`src/rtl/sdram_rr_arbiter.sv`:
```
// Round-robin arbiter sharing one SDRAM controller port among NUM_REQ clients.
// Exactly one command is in flight; read beats are steered back to the issuing client.
module sdram_rr_arbiter #(
   parameter int NUM_REQ      = 4,
   parameter int BURST_LENGTH = 1,
   parameter int RD_TIMEOUT   = 64
) (
   input  logic                       clk,
   input  logic                       reset,
   input  logic [NUM_REQ-1:0]         req_read,
   input  logic [NUM_REQ-1:0]         req_write,
   input  logic [NUM_REQ*25-1:0]      req_addr,
   input  logic [NUM_REQ*16-1:0]      req_wdata,
   output logic [NUM_REQ-1:0]         req_grant,
   output logic [NUM_REQ-1:0]         req_rvalid,
   output logic [15:0]                req_rdata,
   output logic                       rd_timeout,
   output logic [$clog2(NUM_REQ)-1:0] owner,
   output logic                       busy,
   input  logic                       mem_ready,
   input  logic                       mem_valid,
   input  logic [15:0]                mem_rdata,
   output logic                       mem_read,
   output logic                       mem_write,
   output logic [24:0]                mem_addr,
   output logic [15:0]                mem_wdata
);

   localparam int IW = $clog2(NUM_REQ);
   localparam int BW = $clog2(BURST_LENGTH + 1);
   localparam int TW = $clog2(RD_TIMEOUT + 1);

   typedef enum logic [1:0] {IDLE, ISSUE, WAIT_DATA} state_t;

   state_t               state;
   logic [IW-1:0]        ptr;
   logic                 is_read;
   logic [BW-1:0]        beat_cnt;
   logic [TW-1:0]        to_cnt;

   logic [NUM_REQ-1:0]   eligible;
   logic                 found_hi, found_lo, found;
   logic [IW-1:0]        pick_hi, pick_lo, pick;
   logic [24:0]          sel_addr;
   logic [15:0]          sel_wdata;
   logic                 sel_read;

   assign eligible = req_read | req_write;
   assign busy     = (state != IDLE);

   // Two-pass search: first eligible at/after the pointer, else the first one below it.
   always_comb begin
      found_hi  = 1'b0;
      found_lo  = 1'b0;
      pick_hi   = '0;
      pick_lo   = '0;
      sel_addr  = '0;
      sel_wdata = '0;
      sel_read  = 1'b0;
      for (int k = 0; k < NUM_REQ; k++) begin
         if (!found_hi && eligible[k] && (IW'(k) >= ptr)) begin
            found_hi = 1'b1;
            pick_hi  = IW'(k);
         end
         if (!found_lo && eligible[k]) begin
            found_lo = 1'b1;
            pick_lo  = IW'(k);
         end
      end
      found = found_hi | found_lo;
      pick  = found_hi ? pick_hi : pick_lo;
      for (int k = 0; k < NUM_REQ; k++) begin
         if (pick == IW'(k)) begin
            sel_addr  = req_addr[25*k +: 25];
            sel_wdata = req_wdata[16*k +: 16];
            sel_read  = req_read[k];
         end
      end
   end

   always_ff @(posedge clk or posedge reset) begin
      if (reset) begin
         state      <= IDLE;
         ptr        <= '0;
         owner      <= '0;
         is_read    <= 1'b0;
         beat_cnt   <= '0;
         to_cnt     <= '0;
         req_grant  <= '0;
         req_rvalid <= '0;
         req_rdata  <= '0;
         rd_timeout <= 1'b0;
         mem_read   <= 1'b0;
         mem_write  <= 1'b0;
         mem_addr   <= '0;
         mem_wdata  <= '0;
      end else begin
         req_grant  <= '0;
         req_rvalid <= '0;
         rd_timeout <= 1'b0;
         case (state)
            IDLE: begin
               if (mem_ready && found) begin
                  mem_addr  <= sel_addr;
                  mem_wdata <= sel_wdata;
                  mem_read  <= sel_read;
                  mem_write <= ~sel_read;
                  is_read   <= sel_read;
                  req_grant <= {{(NUM_REQ-1){1'b0}}, 1'b1} << pick;
                  owner     <= pick;
                  if (pick == IW'(NUM_REQ - 1)) ptr <= '0;
                  else                          ptr <= pick + 1'b1;
                  state     <= ISSUE;
               end
            end
            // Controller dropping ready is the acceptance handshake.
            ISSUE: begin
               if (!mem_ready) begin
                  mem_read  <= 1'b0;
                  mem_write <= 1'b0;
                  if (is_read) begin
                     beat_cnt <= '0;
                     to_cnt   <= '0;
                     state    <= WAIT_DATA;
                  end else begin
                     state    <= IDLE;
                  end
               end
            end
            WAIT_DATA: begin
               if (mem_valid) begin
                  req_rdata  <= mem_rdata;
                  req_rvalid <= {{(NUM_REQ-1){1'b0}}, 1'b1} << owner;
                  beat_cnt   <= beat_cnt + 1'b1;
               end
               if (mem_valid && (beat_cnt == BW'(BURST_LENGTH - 1))) begin
                  state <= IDLE;
               end else if (to_cnt == TW'(RD_TIMEOUT - 1)) begin
                  rd_timeout <= 1'b1;
                  state      <= IDLE;
               end else begin
                  to_cnt <= to_cnt + 1'b1;
               end
            end
            default: state <= IDLE;
         endcase
      end
   end

endmodule
```
`config.mk`:
```
export PLATFORM = sky130hd
export DESIGN_NAME = sdram_rr_arbiter
export DESIGN_NICKNAME = d
export VERILOG_FILES = /design/src/rtl/sdram_rr_arbiter.sv
export SDC_FILE = /design/constraint.sdc
export NUM_CORES = 1
export LEC_CHECK = 0
export BUFFER_PORTS_ARGS = -buffer_cell sky130_fd_sc_hd__buf_2
export CELL_PAD_IN_SITES_DETAIL_PLACEMENT = 0
export CELL_PAD_IN_SITES_GLOBAL_PLACEMENT = 1
export CORE_MARGIN = 2
export CORE_UTILIZATION = 31
export CTS_CLUSTER_DIAMETER = 200
export DETAILED_ROUTE_END_ITERATION = 8
export GPL_TIMING_DRIVEN = 0
export HOLD_SLACK_MARGIN = 0.08
export PLACE_DENSITY = 0.85
export SYNTH_ARGS = -nofsm -noshare
export SYNTH_HDL_FRONTEND = slang
export SYNTH_SLANG_ARGS = --single-unit
```
`constraint.sdc`:
```
create_clock -name clk -period 3.45 [get_ports clk]
set_input_delay 0.5175 -clock clk [delete_from_list [all_inputs] [get_ports clk]]
set_output_delay 0.5175 -clock clk [all_outputs]
set_load 0.05 [all_outputs]
```
==> out/results.md <==
| Parameter | Value |
|:---|:---|
| Result of the run | complete, no violations |
| Synth-to-layout area growth | 39.7% |
| Kind of end point of the critical path | flip-flop |
| Total setup violations reported at the end of the flow | 0 |
| Number of synthesized flops with an enable pin | 0 |
| Global Route met3 Usage | 0.0465 |
| Sequential Area | 2080 um2 |
| Portion of the post-synthesis area used by sequential elements | 0.438 |
| Share of the clock period used by the worst path | 0.893 |
| Clk_lat worst skew | 340 ps |
| Met2 Use GR | 0.342 |
| Most used routing layer in global routing | met2 |
| Post-synthesis async set-or-reset flop share | 1.00 |
| Setup TNS | 0 ps |
| Post-synthesis average cell area | 8.37 um2 |
| Number of cells produced by synthesis | 566 |
| Clock skew | 9.45 ps |
| Buffers inserted by post-CTS timing repair | 0 |
| Core occupancy in the finished layout | 0.439 |
| Arrival time of the worst setup path | 3350 ps |
| Wire length of the first global-routing pass | 26900 um |
| Min Tclk post-route | 3080 ps |
| Total global-route track usage | 0.211 |
| Share of layout cells above drive strength 1 | 0.381 |
| Synth Area in Compound Gates | 0.298 |
| Met1 usage in global routing | 0.278 |
| First-pass iteration count of the detailed router | 4 |
| Area of the multi-input gates | 2270 um2 |
| Simple logic cell fraction of the synthesized area | 0.121 |
| Maximum net fanout on the critical path | 10 |
| Most instantiated flip-flop cell in the synthesis netlist | sky130_fd_sc_hd__dfrtp_1 |
| Static Leak | 3.28 nW |
| Final Hold Violating Endpoints | 0 |
| Number of nets in the layout | 1037 |
| H-Tree Depth | 3 |
| CTS sink count | 83 |
| Total count of max-transition violations in the final report | 0 |
| Final RePlAce weighted congestion | 0.878 |
| Highest Clock Rate | 324 MHz |
| Worst hold path class | in -> async |
| Critical path's slowest cell | sky130_fd_sc_hd__clkbuf_1 |
| Total number of placement rows | 45 |
| Die outline width | 128 um |
| Xor and xnor fraction of the mapped netlist area | 0 |
| Count of buffers inserted at the top-level ports | 262 |
| Startpoint type of the worst setup path | input pin |
| Slew at the pin with the worst max-slew slack | 616 ps |
| Number of DRC markers in iteration 0 | 261 |
| Core ar. | 15100 um2 |
| DRC errors left | 0 |
| Max VDD drop | 0.000403 V |
| Syn Nets | 763 |
| Cell area after synthesis | 4740 um2 |
| Cells taking the most area after synthesis | sky130_fd_sc_hd__dfrtp_1 (44%), sky130_fd_sc_hd__a21oi_1 (12%), sky130_fd_sc_hd__a22oi_1 (6.3%) |
| Vert. Die Dim | 128 um |
| Cell chain of the critical path | buf_2, nor2_1, o32ai_1, mux2_2, nor2_1, ha_1, clkbuf_1, buf_2, clkbuf_1, a22oi_1, a21oi_2 |
| Leading post-synthesis cells by instance count | sky130_fd_sc_hd__a21oi_1 (116), sky130_fd_sc_hd__dfrtp_1 (83), sky130_fd_sc_hd__nand2_1 (53) |
| Type of the worst setup path | in -> reg |
| Number of synthesized register bits | 83 |
| Area share of fa/ha/maj cells after synthesis | 0.0132 |
| Fillcell total | 1612 |
| Die area | 16300 um2 |
| Critical Path RT | 3710 ps |
| Effective utilization at floorplan | 0.314 |
| Pin count of the biggest net entering global routing | 56 |
| Top Ports | 263 |
| Largest family of logic cells by synthesized area | compound AO/OA/AOI/OAI gates |
| Number of buffers between clock root and the deepest sink | 2 |
| Number of buffers added by the clock tree synthesis step | 9 |
| Cell chosen for the clock root | sky130_fd_sc_hd__clkbuf_16 |
| Max cap viols | 0 |
| CP Buf/Inv Count | 4 |
| Post-Layout Cell Count | 1033 |
| Most used standard cell by instance count after synthesis | sky130_fd_sc_hd__a21oi_1 |
| Via density | 4.96 |
| CP peak stage delay | 460 ps |
| Mux cell area share after synthesis | 0.0468 |
| Yosys top cell area share | 0.438 |
| TritonCTS clock tree | done |
| Number of antenna violations at the first check in global routing | 1 |
| Via count | 5128 |
| Routed length per placed instance | 16.4 um |
| Number of placed cells counting well taps | 1017 |
| Cell Pwr Density | 1020 nW/um2 |
| Count of inserted antenna diode cells | 0 |
| Post-route antenna net violation count | 0 |
| Post-Route WL | 16900 um |
| Largest area contributor in the synthesized netlist | sky130_fd_sc_hd__dfrtp_1 |
| Total overflow reported by the global router | 0 |
| Worst slew margin | 0.589 |
| Distinct cells, synth | 48 |
| Number of synthesis warnings | 0 |
| Family of cells with the greatest summed delay on the critical path | buffers and inverters |
| Register clock-pin slew on the reported worst setup and hold paths | 60 ps |
| Setup repair after global routing missed its margin | false |
| Via count of the first global-routing pass | 5178 |
| Half-perimeter wire length after placement | 12900 um |
==> power by group <==
group	switching, mW	internal, mW
logic	2.98	1.18
clock network	0.405	0.585
registers	0.238	1.38
total	3.62	3.15
==> routing by layer <==
layer | vias up | wire length [um] | part of all wire
met3 | 24 | 1190 | 0.070
met1 | 2382 | 7450 | 0.44
met4 | 0 | 361 | 0.021
met2 | 191 | 7950 | 0.47
met5 | - | 0 | 0
li1 | 2531 | - | -
==> cells in the final DEF, fill, tap and decap left out, types with 3 or more instances in the layout <==
cell type	count
sky130_fd_sc_hd__buf_2	270
sky130_fd_sc_hd__a21oi_1	116
sky130_fd_sc_hd__dfrtp_1	83
sky130_fd_sc_hd__nand2_1	53
sky130_fd_sc_hd__nor2_1	49
sky130_fd_sc_hd__inv_1	49
sky130_fd_sc_hd__o21ai_0	42
sky130_fd_sc_hd__a22oi_1	40
sky130_fd_sc_hd__clkbuf_1	23
sky130_fd_sc_hd__a21oi_2	10
sky130_fd_sc_hd__mux2_2	10
sky130_fd_sc_hd__buf_1	9
sky130_fd_sc_hd__clkbuf_16	9
sky130_fd_sc_hd__mux2_1	7
sky130_fd_sc_hd__ha_1	5
sky130_fd_sc_hd__nor3_1	4
sky130_fd_sc_hd__and2_1	4
sky130_fd_sc_hd__buf_6	3
sky130_fd_sc_hd__nand3_1	3
sky130_fd_sc_hd__a221oi_1	3
sky130_fd_sc_hd__mux2i_1	3
sky130_fd_sc_hd__o21ai_1	3
sky130_fd_sc_hd__a31oi_1	3
==> metrics by stage <==
step | setup WS (ps) | cell area (um2) | hold slack, ps | power [mW]
floorplan | 796 | 4740 | 428 | 4.65
CTS | 317 | 6620 | 182 | 6.83
global placement | -385 | 6280 | 466 | 5.77
global route | 99.7 | 6620 | 208 | 7.28
finish | 368 | 6620 | 179 | 6.77
detailed placement | -47.6 | 6310 | 472 | 5.81
==> flip-flops by register name, summed over array words and instances (netlist names), 2 cells and up <==
name / cells
mem_wdata: 16
req_rvalid: 4
ptr: 2
state: 2
to_cnt: 7
mem_addr: 25
owner: 2
req_rdata: 16
req_grant: 4
==> kinds of logic after synthesis <==
family / count (synthesis)
adders and majority gates: 5
AOI/OAI and AO/OA: 235
buffers and inverters: 94
and+or+nand+nor: 129
muxes: 20
DFF: 83
==> final cells by class <==
class / count / area share
Clock buffer: 11 / 0.0367
Buffer: 44 / 0.0306
Timing Repair Buffer: 263 / 0.202
Multi-Input combinational cell: 389 / 0.343
Inverter: 50 / 0.0287
Clock inverter: 5 / 0.00908
Tap cell: 188 / 0.0355
Sequential cell: 83 / 0.314
==> final timing paths <==
| kind | start | end | slack, ps | cells past startpoint |
|---|---|---|---|---|
| setup reg to reg | ptr[1]$_DFFE_PP0P_ | mem_addr[5]$_DFFE_PP0P_ | 790 | 11 |
| hold reg to reg | to_cnt[6]$_DFFE_PP0P_ | rd_timeout$_DFF_PP0_ | 480 | 1 |
| min in group clk | mem_rdata[4] | req_rdata[4]$_DFFE_PP0P_ | 380 | 2 |
| hold / removal | reset | req_rdata[11]$_DFFE_PP0P_ | 180 | 2 |
| setup / recovery | req_read[2] | mem_addr[4]$_DFFE_PP0P_ | 370 | 11 |
| max in group asynchronous | reset | ptr[0]$_DFFE_PP0P_ | 2660 | 3 |
==> what timing repair did <==
| item | in CTS | in global routing |
|---|---|---|
| setup endpoints to repair | 0 | 1 |
| hold buffers | 0 | 0 |
| resized for setup | 0 | 1 |
| hold endpoints to repair | 0 | 0 |
Note: power is estimated with default switching activity, not from simulation.
